## config.mk

```make
export PLATFORM = sky130hd
export DESIGN_NAME = control_sequencer_flat
export DESIGN_NICKNAME = d
export VERILOG_FILES = /design/src/rtl/control_sequencer_if.sv /design/src/rtl/control_sequencer.sv /design/src/flat_wrapper.sv
export SDC_FILE = /design/constraint.sdc
export NUM_CORES = 1
export LEC_CHECK = 0
export BUFFER_PORTS_ARGS = -buffer_cell sky130_fd_sc_hd__buf_4
export CAP_MARGIN = 0
export CELL_PAD_IN_SITES_DETAIL_PLACEMENT = 0
export CELL_PAD_IN_SITES_GLOBAL_PLACEMENT = 2
export CORE_ASPECT_RATIO = 2
export CORE_UTILIZATION = 25
export DETAILED_ROUTE_END_ITERATION = 10
export GPL_TIMING_DRIVEN = 0
export PLACE_DENSITY = 0.85
export SETUP_SLACK_MARGIN = 0.1
export SYNTH_ARGS = -nofsm -noshare
export SYNTH_HDL_FRONTEND = slang
export SYNTH_SLANG_ARGS = --single-unit
```

## constraint.sdc

```tcl
create_clock -name Clock -period 4.7 [get_ports Clock]
set_input_delay 0.705 -clock Clock [delete_from_list [all_inputs] [get_ports Clock]]
set_output_delay 0.705 -clock Clock [all_outputs]
set_load 0.02 [all_outputs]
```

## src/rtl/control_sequencer_if.sv

```systemverilog
// Control bundle between the sequencer and the datapath: instruction and
// branch-condition feedback in, every datapath control line out.
interface control_sequencer_if;
  logic [31:0] IR;
  logic        CON;
  logic        HIin, LOin, PCin, MDRin, Zin, Yin, MARin, IRin, CONin, OUTPORTin;
  logic        HIout, LOout, ZHIout, ZLOout, PCout, MDRout, INPORTout, Cout;
  logic        Gra, Grb, Grc, Rin, Rout, BAout;
  logic        Read, write, IncPC;
  logic [4:0]  ALUop;
  logic        Run;

  modport master (
    input  IR, CON,
    output HIin, LOin, PCin, MDRin, Zin, Yin, MARin, IRin, CONin, OUTPORTin,
    output HIout, LOout, ZHIout, ZLOout, PCout, MDRout, INPORTout, Cout,
    output Gra, Grb, Grc, Rin, Rout, BAout, Read, write, IncPC, ALUop, Run
  );

  modport slave (
    output IR, CON,
    input  HIin, LOin, PCin, MDRin, Zin, Yin, MARin, IRin, CONin, OUTPORTin,
    input  HIout, LOout, ZHIout, ZLOout, PCout, MDRout, INPORTout, Cout,
    input  Gra, Grb, Grc, Rin, Rout, BAout, Read, write, IncPC, ALUop, Run
  );
endinterface

```

## src/rtl/control_sequencer.sv

```systemverilog
// Hardwired Moore control unit: fetch (F0-F2), decode IR[31:27], then step
// through the per-opcode execute sequence, one control step per clock.
module control_sequencer (
  input  logic                  Clock,
  input  logic                  Reset,
  control_sequencer_if.master   bus
);
  typedef enum logic [3:0] {
    S_RST, S_F0, S_F1, S_F2, S_EX0, S_EX1, S_EX2, S_EX3, S_EX4, S_HALT
  } state_e;

  typedef enum logic [3:0] {
    C_RTYPE, C_IMM, C_UNARY, C_MULDIV, C_LD, C_LDI, C_ST, C_BR,
    C_JR, C_JAL, C_IN, C_OUT, C_MFHI, C_MFLO, C_NOP
  } class_e;

  localparam logic [4:0] OP_ADD  = 5'b00011;
  localparam logic [4:0] OP_NOP  = 5'b11010;
  localparam logic [4:0] OP_HALT = 5'b11011;

  state_e     state_q, state_d;
  logic [4:0] op_q, op_d;
  class_e     cls;
  logic [2:0] step;
  logic       unused_ir;

  assign unused_ir = ^bus.IR[26:0];

  function automatic class_e classify(input logic [4:0] op);
    case (op) inside
      5'd0:          return C_LD;
      5'd1:          return C_LDI;
      5'd2:          return C_ST;
      [5'd3:5'd11]:  return C_RTYPE;
      [5'd12:5'd14]: return C_IMM;
      [5'd15:5'd16]: return C_MULDIV;
      [5'd17:5'd18]: return C_UNARY;
      5'd19:         return C_BR;
      5'd20:         return C_JR;
      5'd21:         return C_JAL;
      5'd22:         return C_IN;
      5'd23:         return C_OUT;
      5'd24:         return C_MFHI;
      5'd25:         return C_MFLO;
      default:       return C_NOP;
    endcase
  endfunction

  // Index of the final EX step for each instruction class
  function automatic logic [2:0] last_step(input class_e c);
    case (c)
      C_RTYPE, C_IMM, C_LDI: return 3'd2;
      C_UNARY, C_JAL:        return 3'd1;
      C_MULDIV, C_BR:        return 3'd3;
      C_LD, C_ST:            return 3'd4;
      default:               return 3'd0;
    endcase
  endfunction

  function automatic state_e ex_state(input logic [2:0] s);
    case (s)
      3'd0:    return S_EX0;
      3'd1:    return S_EX1;
      3'd2:    return S_EX2;
      3'd3:    return S_EX3;
      default: return S_EX4;
    endcase
  endfunction

  // State and captured-opcode registers; Reset forces RST asynchronously
  always_ff @(posedge Clock or posedge Reset) begin
    if (Reset) begin
      state_q <= S_RST;
      op_q    <= '0;
    end else begin
      state_q <= state_d;
      op_q    <= op_d;
    end
  end

  // Next-state and control-line decode from present state and captured opcode
  always_comb begin
    state_d       = state_q;
    op_d          = op_q;
    cls           = classify(op_q);
    step          = 3'd0;
    bus.HIin      = 1'b0; bus.LOin   = 1'b0; bus.PCin   = 1'b0; bus.MDRin = 1'b0;
    bus.Zin       = 1'b0; bus.Yin    = 1'b0; bus.MARin  = 1'b0; bus.IRin  = 1'b0;
    bus.CONin     = 1'b0; bus.OUTPORTin = 1'b0;
    bus.HIout     = 1'b0; bus.LOout  = 1'b0; bus.ZHIout = 1'b0; bus.ZLOout = 1'b0;
    bus.PCout     = 1'b0; bus.MDRout = 1'b0; bus.INPORTout = 1'b0; bus.Cout = 1'b0;
    bus.Gra       = 1'b0; bus.Grb    = 1'b0; bus.Grc    = 1'b0;
    bus.Rin       = 1'b0; bus.Rout   = 1'b0; bus.BAout  = 1'b0;
    bus.Read      = 1'b0; bus.write  = 1'b0; bus.IncPC  = 1'b0;
    bus.ALUop     = '0;
    bus.Run       = 1'b1;

    case (state_q)
      S_RST: state_d = S_F0;
      S_F0: begin
        bus.PCout = 1'b1; bus.MARin = 1'b1;
        state_d = S_F1;
      end
      S_F1: begin
        bus.Read = 1'b1; bus.MDRin = 1'b1; bus.PCin = 1'b1; bus.IncPC = 1'b1;
        state_d = S_F2;
      end
      S_F2: begin
        bus.MDRout = 1'b1; bus.IRin = 1'b1;
        if (bus.IR[31:27] == OP_HALT)     state_d = S_HALT;
        else if (bus.IR[31:27] >= OP_NOP) state_d = S_F0;
        else begin
          state_d = S_EX0;
          op_d    = bus.IR[31:27];
        end
      end
      S_HALT: bus.Run = 1'b0;
      default: begin
        case (state_q)
          S_EX1:   step = 3'd1;
          S_EX2:   step = 3'd2;
          S_EX3:   step = 3'd3;
          S_EX4:   step = 3'd4;
          default: step = 3'd0;
        endcase
        state_d = (step >= last_step(cls)) ? S_F0 : ex_state(step + 3'd1);

        case (cls)
          C_RTYPE, C_IMM: begin
            case (step)
              3'd0: begin bus.Grb = 1'b1; bus.Rout = 1'b1; bus.Yin = 1'b1; end
              3'd1: begin
                if (cls == C_RTYPE) begin bus.Grc = 1'b1; bus.Rout = 1'b1; end
                else bus.Cout = 1'b1;
                bus.Zin = 1'b1; bus.ALUop = op_q;
              end
              default: begin bus.ZLOout = 1'b1; bus.Gra = 1'b1; bus.Rin = 1'b1; end
            endcase
          end
          C_UNARY: begin
            if (step == 3'd0) begin
              bus.Grb = 1'b1; bus.Rout = 1'b1; bus.Zin = 1'b1; bus.ALUop = op_q;
            end else begin
              bus.ZLOout = 1'b1; bus.Gra = 1'b1; bus.Rin = 1'b1;
            end
          end
          C_MULDIV: begin
            case (step)
              3'd0: begin bus.Gra = 1'b1; bus.Rout = 1'b1; bus.Yin = 1'b1; end
              3'd1: begin bus.Grb = 1'b1; bus.Rout = 1'b1; bus.Zin = 1'b1; bus.ALUop = op_q; end
              3'd2: begin bus.ZLOout = 1'b1; bus.LOin = 1'b1; end
              default: begin bus.ZHIout = 1'b1; bus.HIin = 1'b1; end
            endcase
          end
          // ld/ldi/st share the effective-address computation in EX0-EX1
          C_LD, C_LDI, C_ST: begin
            case (step)
              3'd0: begin bus.Grb = 1'b1; bus.BAout = 1'b1; bus.Yin = 1'b1; end
              3'd1: begin bus.Cout = 1'b1; bus.Zin = 1'b1; bus.ALUop = OP_ADD; end
              3'd2: begin
                bus.ZLOout = 1'b1;
                if (cls == C_LDI) begin bus.Gra = 1'b1; bus.Rin = 1'b1; end
                else bus.MARin = 1'b1;
              end
              3'd3: begin
                bus.MDRin = 1'b1;
                if (cls == C_LD) bus.Read = 1'b1;
                else begin bus.Gra = 1'b1; bus.Rout = 1'b1; end
              end
              default: begin
                if (cls == C_LD) begin bus.MDRout = 1'b1; bus.Gra = 1'b1; bus.Rin = 1'b1; end
                else bus.write = 1'b1;
              end
            endcase
          end
          C_BR: begin
            case (step)
              3'd0: begin bus.Gra = 1'b1; bus.Rout = 1'b1; bus.CONin = 1'b1; end
              3'd1: begin bus.PCout = 1'b1; bus.Yin = 1'b1; end
              3'd2: begin bus.Cout = 1'b1; bus.Zin = 1'b1; bus.ALUop = OP_ADD; end
              default: begin bus.ZLOout = 1'b1; bus.PCin = bus.CON; end
            endcase
          end
          C_JR:  begin bus.Gra = 1'b1; bus.Rout = 1'b1; bus.PCin = 1'b1; end
          C_JAL: begin
            if (step == 3'd0) begin bus.PCout = 1'b1; bus.Grb = 1'b1; bus.Rin = 1'b1; end
            else begin bus.Gra = 1'b1; bus.Rout = 1'b1; bus.PCin = 1'b1; end
          end
          C_IN:   begin bus.INPORTout = 1'b1; bus.Gra = 1'b1; bus.Rin = 1'b1; end
          C_OUT:  begin bus.Gra = 1'b1; bus.Rout = 1'b1; bus.OUTPORTin = 1'b1; end
          C_MFHI: begin bus.HIout = 1'b1; bus.Gra = 1'b1; bus.Rin = 1'b1; end
          C_MFLO: begin bus.LOout = 1'b1; bus.Gra = 1'b1; bus.Rin = 1'b1; end
          default: state_d = S_F0;
        endcase
      end
    endcase
  end
endmodule
```

## src/flat_wrapper.sv

```systemverilog
// flat-port wrapper written by rule: the top's interface ports become plain ports
module control_sequencer_flat 
  (Clock, Reset, bus_IR, bus_CON, bus_HIin, bus_LOin, bus_PCin, bus_MDRin, bus_Zin, bus_Yin, bus_MARin, bus_IRin, bus_CONin, bus_OUTPORTin, bus_HIout, bus_LOout, bus_ZHIout, bus_ZLOout, bus_PCout, bus_MDRout, bus_INPORTout, bus_Cout, bus_Gra, bus_Grb, bus_Grc, bus_Rin, bus_Rout, bus_BAout, bus_Read, bus_write, bus_IncPC, bus_ALUop, bus_Run);
  control_sequencer_if bus_i ();
  input  logic Clock;
  input  logic Reset;
  input wire logic [$bits(bus_i.IR)-1:0] bus_IR;
  input wire logic [$bits(bus_i.CON)-1:0] bus_CON;
  output wire logic [$bits(bus_i.HIin)-1:0] bus_HIin;
  output wire logic [$bits(bus_i.LOin)-1:0] bus_LOin;
  output wire logic [$bits(bus_i.PCin)-1:0] bus_PCin;
  output wire logic [$bits(bus_i.MDRin)-1:0] bus_MDRin;
  output wire logic [$bits(bus_i.Zin)-1:0] bus_Zin;
  output wire logic [$bits(bus_i.Yin)-1:0] bus_Yin;
  output wire logic [$bits(bus_i.MARin)-1:0] bus_MARin;
  output wire logic [$bits(bus_i.IRin)-1:0] bus_IRin;
  output wire logic [$bits(bus_i.CONin)-1:0] bus_CONin;
  output wire logic [$bits(bus_i.OUTPORTin)-1:0] bus_OUTPORTin;
  output wire logic [$bits(bus_i.HIout)-1:0] bus_HIout;
  output wire logic [$bits(bus_i.LOout)-1:0] bus_LOout;
  output wire logic [$bits(bus_i.ZHIout)-1:0] bus_ZHIout;
  output wire logic [$bits(bus_i.ZLOout)-1:0] bus_ZLOout;
  output wire logic [$bits(bus_i.PCout)-1:0] bus_PCout;
  output wire logic [$bits(bus_i.MDRout)-1:0] bus_MDRout;
  output wire logic [$bits(bus_i.INPORTout)-1:0] bus_INPORTout;
  output wire logic [$bits(bus_i.Cout)-1:0] bus_Cout;
  output wire logic [$bits(bus_i.Gra)-1:0] bus_Gra;
  output wire logic [$bits(bus_i.Grb)-1:0] bus_Grb;
  output wire logic [$bits(bus_i.Grc)-1:0] bus_Grc;
  output wire logic [$bits(bus_i.Rin)-1:0] bus_Rin;
  output wire logic [$bits(bus_i.Rout)-1:0] bus_Rout;
  output wire logic [$bits(bus_i.BAout)-1:0] bus_BAout;
  output wire logic [$bits(bus_i.Read)-1:0] bus_Read;
  output wire logic [$bits(bus_i.write)-1:0] bus_write;
  output wire logic [$bits(bus_i.IncPC)-1:0] bus_IncPC;
  output wire logic [$bits(bus_i.ALUop)-1:0] bus_ALUop;
  output wire logic [$bits(bus_i.Run)-1:0] bus_Run;
  assign bus_i.IR = bus_IR;
  assign bus_i.CON = bus_CON;
  assign bus_HIin = bus_i.HIin;
  assign bus_LOin = bus_i.LOin;
  assign bus_PCin = bus_i.PCin;
  assign bus_MDRin = bus_i.MDRin;
  assign bus_Zin = bus_i.Zin;
  assign bus_Yin = bus_i.Yin;
  assign bus_MARin = bus_i.MARin;
  assign bus_IRin = bus_i.IRin;
  assign bus_CONin = bus_i.CONin;
  assign bus_OUTPORTin = bus_i.OUTPORTin;
  assign bus_HIout = bus_i.HIout;
  assign bus_LOout = bus_i.LOout;
  assign bus_ZHIout = bus_i.ZHIout;
  assign bus_ZLOout = bus_i.ZLOout;
  assign bus_PCout = bus_i.PCout;
  assign bus_MDRout = bus_i.MDRout;
  assign bus_INPORTout = bus_i.INPORTout;
  assign bus_Cout = bus_i.Cout;
  assign bus_Gra = bus_i.Gra;
  assign bus_Grb = bus_i.Grb;
  assign bus_Grc = bus_i.Grc;
  assign bus_Rin = bus_i.Rin;
  assign bus_Rout = bus_i.Rout;
  assign bus_BAout = bus_i.BAout;
  assign bus_Read = bus_i.Read;
  assign bus_write = bus_i.write;
  assign bus_IncPC = bus_i.IncPC;
  assign bus_ALUop = bus_i.ALUop;
  assign bus_Run = bus_i.Run;
  control_sequencer u_core (.Clock(Clock), .Reset(Reset), .bus(bus_i));
endmodule
```

==> results of run 1 <==
worst min-delay path by stage:
stage / from / end / slack [ns] / cells past startpoint
final: Reset / u_core.op_q[4]$_DFFE_PP0P_ / 0.44 / 2
after global routing: Reset / u_core.state_q[1]$_DFFE_PP0N_ / 0.47 / 2
after CTS: Reset / u_core.state_q[2]$_DFFE_PP0N_ / 0.45 / 2
after detailed placement: Reset / u_core.op_q[4]$_DFFE_PP0P_ / 0.69 / 2
after global placement: Reset / u_core.op_q[3]$_DFFE_PP0P_ / 0.69 / 2
after floorplan: Reset / u_core.op_q[0]$_DFFE_PP0P_ / 0.53 / 1
sequential cells by signal (all words and copies together) (netlist names):
register,count
u_core.state_q,4
u_core.op_q,5
critical path: cells and delay by family, from the launching register on:
kind	cells	cell delay (ns)
buf+inv	2	0.57
compound gates	4	0.53
fa+ha+maj	1	0.28
flops	1	0.51
simple gates	3	0.51
logic make-up (layout without fill, tap and decap cells):
logic type | Yosys count | after routing
compound gates | 69 | 69
xor+xnor | 1 | 1
fa+ha+maj | 4 | 4
buf+inv | 25 | 69
flops | 9 | 9
simple gates | 110 | 110
power by group through the flow:
stage | combinational (mW) | clock, mW | sequential, mW
CTS | 0.978 | 0.0866 | 0.166
detailed placement | 0.975 | 0 | 0.167
global route | 1.08 | 0.0918 | 0.172
floorplan | 0.675 | 0 | 0.152
global placement | 0.990 | 0 | 0.166
finish | 0.996 | 0.0855 | 0.168
cell usage in the layout (no fill, tap or decap), types with 2 or more instances in the layout:
| cell | count |
|---|---|
| o21ai_2 | 2 |
| o22a_1 | 2 |
| ha_1 | 4 |
| nand2b_1 | 9 |
| a21oi_1 | 15 |
| and3_1 | 3 |
| nand2_1 | 28 |
| nor4b_1 | 3 |
| a211o_1 | 2 |
| clkbuf_8 | 3 |
| inv_1 | 6 |
| nand3b_1 | 3 |
| o22ai_1 | 5 |
| dfrtp_1 | 9 |
| clkbuf_1 | 7 |
| o21ai_0 | 10 |
| buf_2 | 7 |
| nor2b_1 | 3 |
| buf_1 | 3 |
| buf_4 | 41 |
| and2_1 | 3 |
| or3_1 | 4 |
| a21o_1 | 2 |
| nor2_1 | 28 |
| inv_2 | 2 |
| a211oi_1 | 3 |
| a31oi_1 | 7 |
| nand3_1 | 8 |
| nor3_1 | 7 |
| o21ai_1 | 3 |
| or2_1 | 3 |
| o31ai_1 | 2 |
per-layer routing:
| layer | routed length (um) | share of wire | vias to the layer above |
|---|---|---|---|
| li1 | - | - | 892 |
| met1 | 2030 | 0.34 | 857 |
| met2 | 3490 | 0.58 | 75 |
| met3 | 248 | 0.041 | 17 |
| met4 | 268 | 0.044 | 0 |
| met5 | 0 | 0 | - |
cell type report:
cell class	count	area (um2)	area share
Buffer	17	76.3	0.0408
Clock buffer	4	45.0	0.0241
Timing Repair Buffer	40	300	0.160
Sequential cell	9	225	0.120
Multi-Input combinational cell	184	1120	0.598
Inverter	8	30.0	0.0160
Tap cell	60	75.1	0.0401
==> impl_metrics.csv, run 1 <==
group,metric,value,unit
yosys,yosysTopAreaCell,"dfrtp_1",
layout,drive_gt1_frac,0.237,
power_and_ir_drop,p_sw,741,uW
placed_design,port_buffers,40,
routing,post_drt_wl_per_cell,18.8,um
global_routing,grtUsageMet3,0.0165,
run,maxCapViolations,0,
die,floorplan.initialDensity,0.263,
placed_design,place_ws,1.54,ns
critical_path,worstPathCellList,"clkbuf_1 > nand2_1 > nor2_1 > ha_1 > nor4b_1 > a31oi_1 > o22ai_1 > a311oi_1 > a31oi_1 > buf_4",
placed_design,placed_cells,318,
yosys,syn_nets,257,
global_routing,antenna_found_initial,0,
yosys,synthMuxAreaShare,0,
placed_design,dp_hpwl,4860,um
critical_path,crit_top_cell,"a31oi_1",
power_and_ir_drop,irDropWorstVdd,0.000394,V
die,die_area,6130,um2
yosys,avgSynthCellArea,6.66,um2
yosys,synth-main-ff-cell,"dfrtp_1",
layout,fillCellCount,627,
critical_path,reg2reg_from,"u_core.op_q[1]$_DFFE_PP0P_",
power_and_ir_drop,leakage,0.758,nW
critical_path,crit_start,"u_core.state_q[1]$_DFFE_PP0N_",
critical_path,endpoint_kind,"output port",
sta,fin_crit,3.34,ns
clock_network,post_cts_resize_count,0,
die,ios,68,
critical_path,critPathMaxStageDelay,0.51,ns
yosys,synth-compound-area-share,0.333,
critical_path,critPathMaxFanout,10,
clock_network,cts_tree,"done",
clock_network,cts_sinks,9,
layout,postLayoutCoreUtil,0.339,
global_routing,grt_pass1_vias,1823,
global_routing,grt_use_met1,0.189,
die,die_height,110,um
placed_design,placed_cell_area,1830,um2
yosys,ys_seq_elements,9,
clock_network,insertion_delay,0.22,ns
power_and_ir_drop,swShare,0.593,
yosys,synth_top_area_frac,0.155,
layout,fin_cells,322,
critical_path,critPathLaunchType,"flip-flop",
yosys,synthAdderAreaFrac,0.0345,
sta,tns,0,ns
yosys,yosys.area_share.simple,0.398,
yosys,synth-async-reset-ratio,1.00,
yosys,synth_xor_xnor_area_share,0.00603,
power_and_ir_drop,p_clk_frac,0.068,
yosys,netlist_top_cells_area,"dfrtp_1 (16%), nand2_1 (7.2%), nor2_1 (7.2%), a21oi_1 (5.2%), nand2b_1 (3.9%)",
clock_network,cts_root_buffer,"clkbuf_8",
sta,worst_slack,1.36,ns
sta,whs,0.441,ns
layout,num-nets-final,302,
layout,fin_area,1870,um2
critical_path,r2r_end,"u_core.state_q[1]$_DFFE_PP0N_",
critical_path,crit_path_end,"bus_Rout",
clock_network,cts_setup_buffers,0,
clock_network,htree_levels,1,
power_and_ir_drop,seq_power_share,0.134,
sta,drv_slew,0,
yosys,yosys_warnings,0,
die,coreArea,5520,um2
global_routing,grt_first_pass_wirelength,9290,um
clock_network,cts_buffers,3,
placed_design,place_congestion,0.954,
clock_network,hold_buffers,0,
critical_path,r2r_cells,10,
yosys,synth_top_family_by_area,"simple AND/OR/NAND/NOR gates",
routing,drt.antenna.violating_nets,0,
critical_path,slowest_stage,"dfrtp_1",
yosys,synth_seq_area_share,0.155,
sta,post-route-period-util,0.710,
sta,worstMarginPinSlew,0.608,ns
die,rows,38,
power_and_ir_drop,power_frac_comb,0.797,
sta,rsz0062_at_grt,"false",
yosys,syn_area,1450,um2
critical_path,crit_arrival,2.63,ns
global_routing,grt_max_degree,11,
clock_network,clkTransAtPathRegs,0.04,ns
sta,slew_headroom,0.590,
layout,syn_to_final_growth,29.0,%
outcome,status,"finished clean",
sta,finalHoldViolCount,0,
sta,max_freq,300,MHz
power_and_ir_drop,powerDensity,668,nW/um2
routing,dr.pass1.iters,4,
sta,setup_violations,0,
power_and_ir_drop,cell_internal_pwr,508,uW
global_routing,grt_use_total,0.194,
routing,viasPerCell,5.72,
routing,vias,1841,
clock_network,clock_path_buffers,2,
global_routing,grt-ovfl-total,0,
yosys,ys_top_cells_by_count,"nand2_1 (28), nor2_1 (28), a21oi_1 (15)",
critical_path,reg2reg_slack,1.47,ns
routing,wirelength,6040,um
yosys,synth_edf_count,0,
min_path,hold_class,"in2async",
die,die_w,55.9,um
routing,drtIter0Drc,75,
global_routing,met2_usage,0.393,
critical_path,critical_path_required,3.99,ns
global_routing,busiest_layer,"met2",
critical_path,path_class,"reg2out",
sta,skew,0.000356,ns
power_and_ir_drop,power,1.25,mW
layout,diodes,0,
yosys,ys_types,56,
routing,drcViolationCount,0,
yosys,syn_inst,218,
No activity file was read; power rests on OpenSTA's default activity.
==> inputs of run 2 (changes only) <==
CORE_UTILIZATION = 24   (was 25)
PLACE_DENSITY = 0.82   (was 0.85)
clock period = 3.4 ns   (was 4.7 ns; I/O delays follow)
==> run 2 against run 1 <==
The run now ends with DRC left. Flip-flop and latch count unchanged. Largest power group unchanged. Largest cell class unchanged. Worst hold slack got worse by 0.20 ns. Highest routed layer unchanged. Core utilization down 0.71 points. Critical endpoint unchanged. Die area grew 4.1%. Final area rose by 2.2%. Sequential share of layout area is 0.26 points lower. Global-route usage up 0.64 points. Sequential power up 38%.
==> impl_metrics.csv, run 2 (synthesis results as in run 1) <==
group,metric,value,unit
layout,largest_register_ff_count,5,
clock_network,clkTransAtPathRegs,0.04,ns
critical_path,crit_top_cell,"a31oi_1",
layout,final_common_cell,"buf_4",
layout,largest-register,"u_core.op_q",
layout,syn_to_final_growth,31.8,%
clock_network,htree_levels,1,
clock_network,clock_path_buffers,2,
layout,multiInputGateArea,1130,um2
die,ios,68,
sta,skew,0.00106,ns
placed_design,dp_hpwl,5060,um
placed_design,place_ws,0.247,ns
die,die_height,112,um
critical_path,path_delay_family,"compound AO/OA/AOI/OAI gates",
die,coreArea,5760,um2
sta,worst_slack,0.282,ns
sta,finalHoldViolCount,0,
power_and_ir_drop,irDropWorstVdd,0.000399,V
global_routing,grt_pass1_vias,1889,
layout,regArea,225,um2
critical_path,critPathLaunchType,"flip-flop",
sta,setup_violations,0,
critical_path,critical_path_required,2.89,ns
sta,max_freq,321,MHz
critical_path,critPathMaxStageDelay,0.47,ns
placed_design,port_buffers,40,
global_routing,grt_use_total,0.201,
critical_path,slowest_stage,"dfrtp_1",
sta,tns,0,ns
routing,post_drt_wl_per_cell,19.4,um
power_and_ir_drop,powerDensity,950,nW/um2
global_routing,grt_max_degree,11,
clock_network,cts_buffers,3,
clock_network,cts_root_buffer,"clkbuf_16",
critical_path,critPathMaxFanout,8,
routing,dr.pass1.iters,7,
layout,drive_gt1_frac,0.253,
routing,vias,1853,
routing,wirelength,6250,um
layout,top_regs,"u_core.op_q x5, u_core.state_q x4",
sta,slew_headroom,0.572,
clock_network,cts_sinks,9,
layout,postLayoutCoreUtil,0.332,
sta,post-route-period-util,0.917,
placed_design,place_congestion,0.888,
routing,drt.antenna.violating_nets,0,
outcome,status,"complete, but fails checks",
run,maxCapViolations,0,
critical_path,reg2reg_slack,0.54,ns
sta,worstMarginPinSlew,0.638,ns
critical_path,crit_arrival,2.61,ns
layout,fillCellCount,677,
layout,diodes,0,
routing,drtIter0Drc,86,
die,rows,39,
critical_path,endpoint_kind,"output port",
min_path,hold_class,"in2async",
clock_network,insertion_delay,0.23,ns
sta,drv_slew,0,
critical_path,cp.buffers_inverters,2,
critical_path,worstPathCellList,"nor4b_4 > inv_2 > ha_1 > nor4b_1 > a31oi_1 > o22ai_1 > a311oi_2 > a31oi_1 > buf_4",
die,floorplan.initialDensity,0.252,
clock_network,cts_tree,"done",
power_and_ir_drop,leakage,0.782,nW
critical_path,path_class,"reg2out",
global_routing,grt_first_pass_wirelength,9840,um
sta,fin_crit,3.12,ns
routing,viasPerCell,5.75,
routing,drcViolationCount,4,
layout,mostFrequentLayoutCells,"buf_4 (41), nand2_1 (28), nor2_1 (28), a21oi_1 (15), o21ai_0 (10)",
sta,rsz0062_at_grt,"false",
outcome,violations,"DRC",
die,die_w,57.0,um
global_routing,grt-ovfl-total,0,
die,die_area,6380,um2
layout,num-nets-final,301,
global_routing,antenna_found_initial,0,
clock_network,hold_buffers,0,
## run 2: cell count changes in the layout (fill, tap and decap cells not counted)
| cell | delta |
|---|---|
| buf_1 | -1 |
| clkbuf_1 | -3 |
| a311oi_2 | +1 |
| a311oi_1 | -1 |
| clkbuf_16 | +3 |
| clkbuf_8 | -3 |
| clkbuf_2 | +3 |
## run 2: layout make-up
cell class / instances / share of cell area
Multi-Input combinational cell: 184 / 0.589
Timing Repair Buffer: 40 / 0.157
Sequential cell: 9 / 0.118
Clock buffer: 4 / 0.0412
Buffer: 16 / 0.0399
Tap cell: 61 / 0.0399
Inverter: 8 / 0.0157
## run 2: repair_timing
action / CTS / global route
resized for setup: 0 / 7
endpoints found under the setup margin: 0 / 2
buffers inserted: 0 / 0
## run 2: power breakdown
part / internal [mW] / switching [mW]
registers: 0.156 / 0.0760
clock network: 0.156 / 0.0462
logic: 0.471 / 0.912
total: 0.783 / 1.03
## run 2: worst register-to-register path: cells and delay by family (launching register included)
| family | cells | cell delay [ns] |
|---|---|---|
| AND/OR/NAND/NOR | 2 | 0.30 |
| adder cells (fa/ha/maj) | 1 | 0.26 |
| buffers and inverters | 2 | 0.51 |
| AO/OA/AOI/OAI | 5 | 1.28 |
| flip-flops | 1 | 0.40 |
## run 2: layer usage
metal,track usage,vias to the layer above,wire length [um]
met2,0.386,61,3550
met5,0,-,0
met4,0.120,0,376
met3,0.0221,25,201
li1,-,881,-
met1,0.194,886,2120
## run 2: worst paths after layout
check,from,endpoint,cells past startpoint
setup / recovery,u_core.state_q[1]$_DFFE_PP0N_,bus_Rout,9
hold / removal,Reset,u_core.op_q[3]$_DFFE_PP0P_,2
setup reg to reg,u_core.op_q[2]$_DFFE_PP0P_,u_core.state_q[1]$_DFFE_PP0N_,10
hold reg to reg,u_core.state_q[0]$_DFFE_PP0N_,u_core.state_q[1]$_DFFE_PP0N_,2
max in group asynchronous,Reset,u_core.op_q[1]$_DFFE_PP0P_,2
min in group Clock,bus_IR[29],u_core.op_q[2]$_DFFE_PP0P_,3
## run 2: metrics by stage
step                hold slack (ns)  std cells  power, mW  cell area (um2)
floorplan                     0.338        218       1.14             1450
global placement              0.491        319       1.60             1830
detailed placement            0.497        319       1.59             1830
CTS                           0.258        323       1.80             1910
global route                  0.272        322       1.96             1910
finish                        0.245        322       1.82             1910
